[src/rtl/cbus_addr_bridge.sv]
// rtl/cbus_addr_bridge.sv - registered cbus stage with kseg0/kseg1 address translation (optional: CBUS_ADDR_TRANSLATE_EN)

package cbus_pkg;
    localparam int CBUS_LEN_W = 4;

    typedef struct packed {
        logic                  valid;
        logic                  is_write;
        logic [2:0]            size;
        logic [31:0]           addr;
        logic [CBUS_LEN_W-1:0] len;
        logic [1:0]            burst;
        logic [3:0]            strobe;
        logic [31:0]           data;
    } cbus_req_t;

    typedef struct packed {
        logic        ready;
        logic        last;
        logic [31:0] data;
    } cbus_resp_t;
endpackage

module cbus_addr_bridge
    import cbus_pkg::*;
#(
    parameter int LEN_W = 4
) (
    input  logic             clk,
    input  logic             reset,
    input  cbus_req_t        creq,
    output cbus_resp_t       cresp,
    output cbus_req_t        oreq,
    input  cbus_resp_t       oresp,
    output logic [LEN_W-1:0] beat_idx,
    output logic             proto_err
);

    localparam logic STATE_IDLE = 1'b0;
    localparam logic STATE_BUSY = 1'b1;

    logic             state_q;
    logic             is_write_q;
    logic [2:0]       size_q;
    logic [31:0]      addr_q;
    logic [LEN_W-1:0] len_q;
    logic [1:0]       burst_q;
    logic [LEN_W-1:0] cnt_q;
    logic             abort_q;
    logic             err_q;

    logic busy;
    logic capture;
    logic abort_now;
    logic end_beat;
    logic len_bad;

    // kseg0/kseg1 (0x8000_0000-0xBFFF_FFFF) map onto the low 512 MiB
    function automatic logic [31:0] translate_addr(input logic [31:0] a);
`ifdef CBUS_ADDR_TRANSLATE_EN
        if (a[31:30] == 2'b10) begin
            return a & 32'h1FFF_FFFF;
        end
        return a;
`else
        return a;
`endif
    endfunction

    assign busy      = (state_q == STATE_BUSY);
    assign capture   = (state_q == STATE_IDLE) && creq.valid;
    // once upstream has walked away, the rest of the burst is drained silently
    assign abort_now = busy && (abort_q || !creq.valid);
    assign end_beat  = busy && oresp.ready && oresp.last;
    assign len_bad   = busy && oresp.ready &&
                       ((oresp.last && (cnt_q != len_q)) ||
                        (!oresp.last && (cnt_q == len_q)));

    // IDLE/BUSY sequencing: leave BUSY only on the downstream last beat
    always_ff @(posedge clk) begin
        if (reset) begin
            state_q <= STATE_IDLE;
        end else if (capture) begin
            state_q <= STATE_BUSY;
        end else if (end_beat) begin
            state_q <= STATE_IDLE;
        end
    end

    // capture the request fields that must stay stable for the whole burst
    always_ff @(posedge clk) begin
        if (reset) begin
            is_write_q <= 1'b0;
            size_q     <= '0;
            addr_q     <= '0;
            len_q      <= '0;
            burst_q    <= '0;
        end else if (capture) begin
            is_write_q <= creq.is_write;
            size_q     <= creq.size;
            addr_q     <= translate_addr(creq.addr);
            len_q      <= creq.len;
            burst_q    <= creq.burst;
        end
    end

    // beat counter, saturating at all-ones so an over-long burst cannot wrap
    always_ff @(posedge clk) begin
        if (reset) begin
            cnt_q <= '0;
        end else if (capture) begin
            cnt_q <= '0;
        end else if (busy && oresp.ready && !(&cnt_q)) begin
            cnt_q <= cnt_q + 1'b1;
        end
    end

    // remember an upstream abort for the remainder of the current burst
    always_ff @(posedge clk) begin
        if (reset) begin
            abort_q <= 1'b0;
        end else if (capture) begin
            abort_q <= 1'b0;
        end else if (busy && !creq.valid) begin
            abort_q <= 1'b1;
        end
    end

    // sticky protocol error: length mismatch or upstream abort
    always_ff @(posedge clk) begin
        if (reset) begin
            err_q <= 1'b0;
        end else if (len_bad || (busy && !creq.valid)) begin
            err_q <= 1'b1;
        end
    end

    // downstream request from captured fields; write data passes through per beat
    always_comb begin
        oreq = '0;
        if (busy) begin
            oreq.valid    = 1'b1;
            oreq.is_write = is_write_q;
            oreq.size     = size_q;
            oreq.addr     = addr_q;
            oreq.len      = len_q;
            oreq.burst    = burst_q;
            if (!abort_now) begin
                oreq.data   = creq.data;
                oreq.strobe = creq.strobe;
            end
        end
    end

    // upstream response is a zero-latency copy of downstream while the burst is live
    always_comb begin
        cresp = '0;
        if (busy && !abort_now) begin
            cresp.ready = oresp.ready;
            cresp.last  = oresp.last;
            cresp.data  = oresp.data;
        end
    end

    assign beat_idx  = busy ? cnt_q : '0;
    assign proto_err = err_q;

endmodule

[config.mk]
export PLATFORM = sky130hd
export DESIGN_NAME = cbus_addr_bridge
export DESIGN_NICKNAME = d
export VERILOG_FILES = /design/src/rtl/cbus_addr_bridge.sv
export SDC_FILE = /design/constraint.sdc
export NUM_CORES = 1
export LEC_CHECK = 0
export CAP_MARGIN = 20
export CORE_ASPECT_RATIO = 1.1
export CORE_MARGIN = 5
export CORE_UTILIZATION = 29
export CTS_CLUSTER_DIAMETER = 200
export DETAILED_ROUTE_END_ITERATION = 8
export PLACE_DENSITY = 0.78
export SETUP_SLACK_MARGIN = 0.4
export SYNTH_ARGS = -nofsm -noshare
export SYNTH_HDL_FRONTEND = slang
export SYNTH_SLANG_ARGS = --single-unit
export TNS_END_PERCENT = 10
[constraint.sdc]
create_clock -name clk -period 1.45 [get_ports clk]
set_clock_uncertainty 0.2 [all_clocks]
set_input_delay 0.3625 -clock clk [delete_from_list [all_inputs] [get_ports clk]]
set_output_delay 0.3625 -clock clk [all_outputs]
set_load 0.02 [all_outputs]
==> impl_metrics.py <==
metrics = {
    "floorplan": {
        "coreArea_mm2": 0.008919,
        "die_h_um": 110.6,
        "die_area_mm2": 0.01121,
        "die_x_um": 101.4,
        "start_util_pct": 29.90,
        "io-pin-count": 233,
        "row_count": 36,
    },
    "power": {
        "cellPowerDensity_mw_per_mm2": 650.7,
        "p_switching_mw": 1.040,
        "seqPwrFrac_pct": 39.8,
        "leakage_nw": 2.524,
        "switching_share_pct": 28.29,
        "power.internal_mw": 2.636,
        "combPwrFrac_pct": 33.0,
        "pwr-share-clk_pct": 27.2,
        "total_power_mw": 3.676,
        "peakVddDrop_uv": 460.0,
    },
    "clock_network": {
        "clock_sinks": 49,
        "clk_latency_ns": 0.30,
        "clkTransAtPathRegs_ns": 0.10,
        "cts-root-buf": "clkbuf_8",
        "clockBufferDepth": 2,
        "htreeDepth": 2,
        "cts_buffers": 5,
        "cts_hold_buf": 0,
        "cts_tree": "done",
    },
    "layout": {
        "final_util_pct": 63.34,
        "layout-drive-gt1-share_pct": 43.14,
        "final_cell_area_mm2": 0.005649,
        "stdcell_count": 721,
        "nNetsFinal": 720,
        "syn_to_final_growth_pct": 111.9,
        "num-fill-cells": 772,
    },
    "timing": {
        "maxSlewViolCount": 0,
        "min_period_ns": 2.116,
        "finalCritPeriodShare_pct": 145.9,
        "timing.fmax_ghz": 0.4727,
        "slew_headroom_pct": 75.19,
        "worst_slew_pin_slew_ns": 0.3721,
        "rsz0062_at_grt": "true",
        "finalHoldWorstSlack_ns": 0.1163,
        "finalSetupViolCount": 164,
        "tns_ns": -63.59,
        "hold_violations": 0,
        "setup_ws_ns": -0.6657,
    },
    "logic_synthesis": {
        "synth-seq-cells": 49,
        "synth-seq-area-share_pct": 36.79,
        "netlist_area_mm2": 0.002666,
        "netlist_instances": 358,
        "synthFlopType": "dfxtp_1",
        "synthArstFlopShare_pct": 0,
        "ys_warn_count": 0,
        "synth.distinct_cells": 30,
        "synth_fp_nets": 474,
        "avgSynthCellArea_um2": 7.448,
        "synth_edf_count": 0,
    },
    "route": {
        "antenna_left": 0,
        "drc": 0,
        "drt_pass1_iterations": 4,
        "wire_per_inst_um": 18.50,
        "routed_wl_um": 13340,
        "route.vias.total": 3414,
        "viasPerCell": 4.735,
        "drt-initial-drc-count": 118,
    },
    "global_routing": {
        "grt_pass1_wl_um": 19330,
        "overflow": 0,
        "grt_max_degree": 56,
        "grt_pass1_vias": 3487,
        "groute.usage.overall_pct": 22.12,
        "antenna_found_initial": 4,
    },
    "place": {
        "place.gp.congestion": 0.8764,
        "dp_slack_ns": -1.204,
        "placedInstanceArea_mm2": 0.005314,
        "placed_cells": 700,
        "dp_hpwl_um": 10280,
        "portBuffers": 232,
    },
    "run_status": {
        "violations": "setup timing",
        "status": "finished, violations left",
    },
    "worst_setup_path": {
        "r2r_cells": 5,
        "arrival_ns": 1.55,
        "critPathMostFrequentCell": "buf_6",
        "crit_path_end_kind": "output port",
        "r2r-end": "cnt_q[3]",
        "crit_chain": "buf_6 -> nand2_4 -> nor2_4 -> buf_8 -> buf_16 -> buf_6 -> and2_4 -> buf_6",
        "required_ns": 0.89,
        "crit_slowest_cell": "dfxtp_2",
        "r2r_slack_ns": -0.16,
        "timing.rr.start": "busy",
        "crit_end": "oreq[28]",
        "crit_fanout": 8,
        "setup.worst_path.start": "busy",
        "start_kind": "flop",
        "critPathMaxStageDelay_ns": 0.35,
        "path_class": "reg2out",
    },
    "hold_path": {
        "hold_path_class": "in2reg",
    },
    "flow_run": {
        "maxCapViolCount": 0,
    },
}
==> layout by cell type, fill, tap and decap left out, types with 4 or more instances in the layout <==
cell             instances
clkdlybuf4s50_1        111
buf_12                   5
nand2_1                 80
dfxtp_1                 48
buf_6                   64
nand2_4                  4
buf_4                   75
a21oi_1                 42
a21oi_2                  5
clkbuf_8                 5
xnor2_1                  4
and2_2                  48
and2_4                  33
and2_1                  35
==> flip-flops by register name (all words and copies together) (netlist names) <==
name        cells
burst_q         2
proto_err       1
addr_q         32
busy            1
len_q           4
abort_q         1
size_q          3
is_write_q      1
cnt_q           4
==> logic make-up (layout without fill, tap and decap cells) <==
logic type	after synthesis	after routing	share of synthesized area, %
buffers and inverters	29	276	6.757
adders and majority gates	1	1	0.4692
DFF	49	49	36.79
xor gates and xnor gates	4	4	1.314
AOI/OAI and AO/OA	53	53	10.42
other	0	2	0
and+or+nand+nor	222	222	44.25
==> repair_timing <==
item | in CTS | in global routing
gates cloned | 3 | 2
resized for setup | 653 | 24
endpoints found under the setup margin | 167 | 167
buffers inserted | 5 | 1
pin swaps | 41 | 21
==> worst min-delay path by stage <==
stage / start / endpoint / slack [ns] / cells past startpoint
2_1_floorplan: addr_q[15] / addr_q[15] / 0.23 / 2
3_3_place_gp: addr_q[30] / addr_q[30] / 0.24 / 2
3_5_place_dp: addr_q[3] / addr_q[3] / 0.24 / 2
4_1_cts: reset / busy / 0.10 / 2
5_1_grt: reset / busy / 0.13 / 2
6_report: reset / abort_q / 0.12 / 2
==> cell usage after synthesis, types with 3 or more instances <==
| library cell | number | area [µm²] |
|---|---|---|
| and2_1 | 115 | 719.4 |
| nand2_1 | 86 | 322.8 |
| dfxtp_1 | 49 | 980.9 |
| a21oi_1 | 47 | 235.2 |
| clkbuf_1 | 9 | 33.78 |
| clkbuf_2 | 7 | 35.03 |
| buf_4 | 6 | 45.04 |
| buf_6 | 5 | 56.30 |
| xnor2_1 | 4 | 35.03 |
| nor2_1 | 3 | 11.26 |
| or3_1 | 3 | 18.77 |
==> routing by layer <==
metal | part of all wire [%] | track usage [%] | vias up
li1 | - | - | 1624
met1 | 34 | 22.36 | 1577
met2 | 50 | 39.53 | 175
met3 | 11 | 8.386 | 34
met4 | 4.5 | 9.574 | 4
met5 | 0.16 | 0 | -
==> power by group through the flow <==
stage          registers, mW  clock network [mW]  logic, mW
6_report                1.46                1.00       1.21
4_1_cts                 1.46                1.03       1.18
5_1_grt                 1.47                1.07       1.29
3_3_place_gp            1.49                   0       1.08
3_5_place_dp            1.49                   0       1.09
2_1_floorplan           1.49                   0      0.472
==> worst max-delay path: cells and delay by family, from the launching register on <==
kind | cells | cell delay [ns]
simple gates | 3 | 0.31
flops | 1 | 0.35
buf+inv | 5 | 0.59
==> area by class of cell <==
| class | count | area (µm²) | share of cell area [%] |
|---|---|---|---|
| Antenna cell | 2 | 5.005 | 0.08859 |
| Tap cell | 114 | 142.6 | 2.525 |
| Multi-Input combinational cell | 280 | 1718 | 30.41 |
| Clock inverter | 3 | 43.79 | 0.7752 |
| Sequential cell | 49 | 982.2 | 17.39 |
| Timing Repair Buffer | 268 | 2689 | 47.60 |
| Clock buffer | 5 | 68.82 | 1.218 |
No activity file was read; power rests on OpenSTA's default activity.
